<file path="src/rtl/regfile.sv">
// Two-read, one-write architectural register file; the top index reads as zero (XZR).
// Optional same-cycle write-to-read forwarding is built in when REGFILE_BYPASS_EN is defined.
module regfile #(
  parameter  int WIDTH  = 64,
  parameter  int NREGS  = 32,
  localparam int ADDR_W = $clog2(NREGS)
) (
  input  logic              clk,
  input  logic              reset,
  input  logic              wrEn,
  input  logic [ADDR_W-1:0] wrAddr,
  input  logic [WIDTH-1:0]  wrData,
  input  logic [ADDR_W-1:0] rdAddrA,
  output logic [WIDTH-1:0]  rdDataA,
  input  logic [ADDR_W-1:0] rdAddrB,
  output logic [WIDTH-1:0]  rdDataB
);

  localparam logic [ADDR_W-1:0] ZR = ADDR_W'(NREGS - 1);

  // Only indices 0..NREGS-2 have storage; ZR is synthesised as a constant.
  logic [WIDTH-1:0] regs [NREGS-1];

  logic wr_live;
  assign wr_live = reset && wrEn && (wrAddr != ZR);

  always_ff @(posedge clk) begin
    if (!reset) begin
      for (int i = 0; i < NREGS - 1; i++) begin
        regs[i] <= '0;
      end
    end else if (wr_live) begin
      regs[wrAddr] <= wrData;
    end
  end

  function automatic logic [WIDTH-1:0] read_port(input logic [ADDR_W-1:0] a);
    logic [WIDTH-1:0] v;
    if (a == ZR) begin
      v = '0;
    end else begin
      v = regs[a];
`ifdef REGFILE_BYPASS_EN
      if (wr_live && (wrAddr == a)) begin
        v = wrData;
      end
`endif
    end
    return v;
  endfunction

  always_comb begin
    rdDataA = read_port(rdAddrA);
    rdDataB = read_port(rdAddrB);
  end

endmodule

</file>
<file path="config.mk">
export PLATFORM = sky130hd
export DESIGN_NAME = regfile
export DESIGN_NICKNAME = d
export VERILOG_FILES = /design/src/rtl/regfile.sv
export SDC_FILE = /design/constraint.sdc
export NUM_CORES = 2
export LEC_CHECK = 0
export CAP_MARGIN = 20
export CORE_MARGIN = 5
export CORE_UTILIZATION = 45
export DETAILED_ROUTE_END_ITERATION = 10
export PLACE_DENSITY = 0.57
export SLEW_MARGIN = 20
export SYNTH_ARGS = -nofsm -noshare
export SYNTH_HDL_FRONTEND = slang
export SYNTH_SLANG_ARGS = --single-unit
</file>
<file path="constraint.sdc">
create_clock -name clk -period 11.05 [get_ports clk]
set_clock_uncertainty 0.1 [all_clocks]
set_input_delay 2.21 -clock clk [delete_from_list [all_inputs] [get_ports clk]]
set_output_delay 2.21 -clock clk [all_outputs]
set_load 0.02 [all_outputs]
</file>
==> metrics.txt <==
overall track demand over capacity in global routing 0.319; vias in the first global route 67600; dominant cell type by area after synthesis edfxtp_1; filler cell count in the final layout 19900; startpoint kind of the worst setup timing path primary input; buffers inserted by post-CTS timing repair 0; number of synthesis warnings 0; final sum of negative setup slack 0 ps; number of H-tree branching levels 4; Biggest register regs; slew at the pin closest to its max-slew limit 1220 ps; placed cell count 9756; Ports 210; Distinct cells, synth 42; critical hold path startpoint wrData[56]; total power 19.3 mW; data required time at the worst endpoint 8740 ps; library cell with the highest instance count after synthesis edfxtp_1; highest fanout seen on the critical path 36; final number of max-transition violations 0; Die Wd 501 um; Crit Path Category in2out; post-layout minimum cycle time 8300 ps; delay of the slowest cell on the worst path 900 ps; final number of setup-violating endpoints 0; total clock buffers created by CTS 225; number of antenna violations at the first check in global routing 57; drt wl/cell 39.5 um; Resize count post-CTS 0; initial core utilization 0.451; number of standard cells after synthesis 6815; routed wire length 404000 um; DP Worst Slack 2680 ps; synth cell count leaders 2048 x edfxtp_1, 1984 x and2_1, 1057 x mux4_2; class of the tightest hold or removal check in2reg; crit-path cells buf_8 -> buf_4 -> nand4_1 -> nand2_1 -> buf_4 -> o221ai_1 -> o21a_1 -> clkdlybuf4s50_1; cell at the slowest stage of the critical path buf_4; Most Frequent Cell on Critical Path buf_4; endpoint type of the worst setup path output port; Die Outline Area 0.251 mm^2; post-route setup slack 2750 ps; register cell area after layout 0.0615 mm^2; pwr/cell area 159 mW/mm^2; delay-heaviest family, CP buffers and inverters; clock transition at the register clock pins on the worst setup and hold paths after CTS 60 ps; outcome complete, no violations; final instance count without filler cells 10200; Detailed Route Iter0 Violations 10300; wire length of the first global-routing pass 555000 um; die height 501 um; hold-fix buffer count after cts 0; buffer and inverter count on the worst path 4; Sink Count 2048; fraction of synthesized cell area taken by the top area cell type 0.567; CTS tree yes; Arrival @ worst endpoint 5990 ps; buffer depth of the longest clock path 3; total congestion overflow after global routing 0; Vias per Instance 6.62; number of nets with antenna violations after routing 0; length of the first detailed-routing pass in iterations 6; row cnt 180; max-cap violation count 0; async set-or-reset flop fraction in the synthesized netlist 0; share of layout cells above drive strength 1 0.245; maximum number of pins on one net before global-route repair 132; startpoint of the most critical setup path rdAddrB[2]; worst slew slack as a fraction of its limit 0.178; Mapped Area 0.108 mm^2; hpwl dp 219000 um; GPL Wtd Cong 0.813; Avg Cell Area, Syn 15.9 um^2; setup repair after global routing missed its margin false; multi-input combinational cell area 0.0443 mm^2; leading registers by flop count regs: 2048 flops; Fmax achieved 120 MHz; cell at the root of the clock tree clkbuf_16; Core Region 0.240 mm^2; ys flop type edfxtp_1; final cycle utilization of the critical path 0.751; Seq/Total Area, Yosys 0.567; total via count in the routed design 67700; max FFs per register 2048; standby leakage power 41.3 nW; nets 6881; Final Hold Vio Count 0; area added between synthesis and finish 12.1%; maximum VDD drop 0.131 mV; IO Port Bufs 209; register bit count reported by yosys 2048; DR DRC count 0; top cells by area, synth edfxtp_1 57%, mux4_2 22%, and2_1 11%; number of synthesized flops with an enable pin 2048
-- through the flow --
step / utilization / area [um^2] / hold slack, ps
after floorplan: - / 109000 / 2210
after global placement: 0.475 / 114000 / 3180
after detailed placement: 0.475 / 114000 / 3200
after global routing: 0.506 / 121000 / 1780
final: 0.506 / 121000 / 1780
after CTS: 0.505 / 121000 / 2250
-- metal layers --
metal  wire (um)  part of all wire  global-route usage
met2      191000              0.47               0.507
met1      151000              0.38               0.431
met3       40700              0.10              0.0566
met5          57           0.00014                   0
met4       20700             0.051               0.148
-- placed cells by master, fill, tap and decap left out, drive strengths merged, types with 15 or more instances in the layout --
cell / count
a2111oi: 15
a211oi: 35
a21oi: 31
a221oi: 15
a22oi: 31
and2: 1984
and3: 30
buf: 236
bufinv: 25
clkbuf: 289
clkdlybuf4s50: 196
clkinv: 91
conb: 64
diode: 40
edfxtp: 2048
inv: 58
mux2: 18
mux2i: 323
mux4: 1057
nand2: 18
nor2: 73
nor2b: 24
nor3: 42
o21ai: 82
o221ai: 56
o22ai: 60
o2bb2ai: 39
-- kinds of logic after synthesis --
logic type      share of synthesized area
simple gates                        0.124
flops                               0.567
mux                                 0.251
buf+inv                            0.0322
compound gates                     0.0246
other cells                     0.0000346
-- final cells by class --
| type | count | area share |
|---|---|---|
| clock buffers | 288 | 0.0488 |
| inverters | 52 | 0.00169 |
| multi-input cells | 4039 | 0.364 |
| repair buffers | 433 | 0.0338 |
| clock inverters | 133 | 0.0114 |
| well taps | 3185 | 0.0328 |
| diodes | 40 | 0.000824 |
| flip-flops and latches | 2048 | 0.506 |
-- path summary, 6_finish.rpt --
path / cells past startpoint / slack [ps] / to
max: 8 / 2750 / rdDataB[62]
min: 1 / 1780 / regs[31][56]$_DFFE_PP_
-- report_power, final --
group / internal (mW) / leakage, nW / switching (mW)
registers: 8.98 / 19.5 / 0.208
clock network: 4.37 / 3.55 / 3.25
logic: 1.04 / 18.3 / 1.43
total: 14.4 / 41.3 / 4.89
Power figures use the tool's default switching activity.
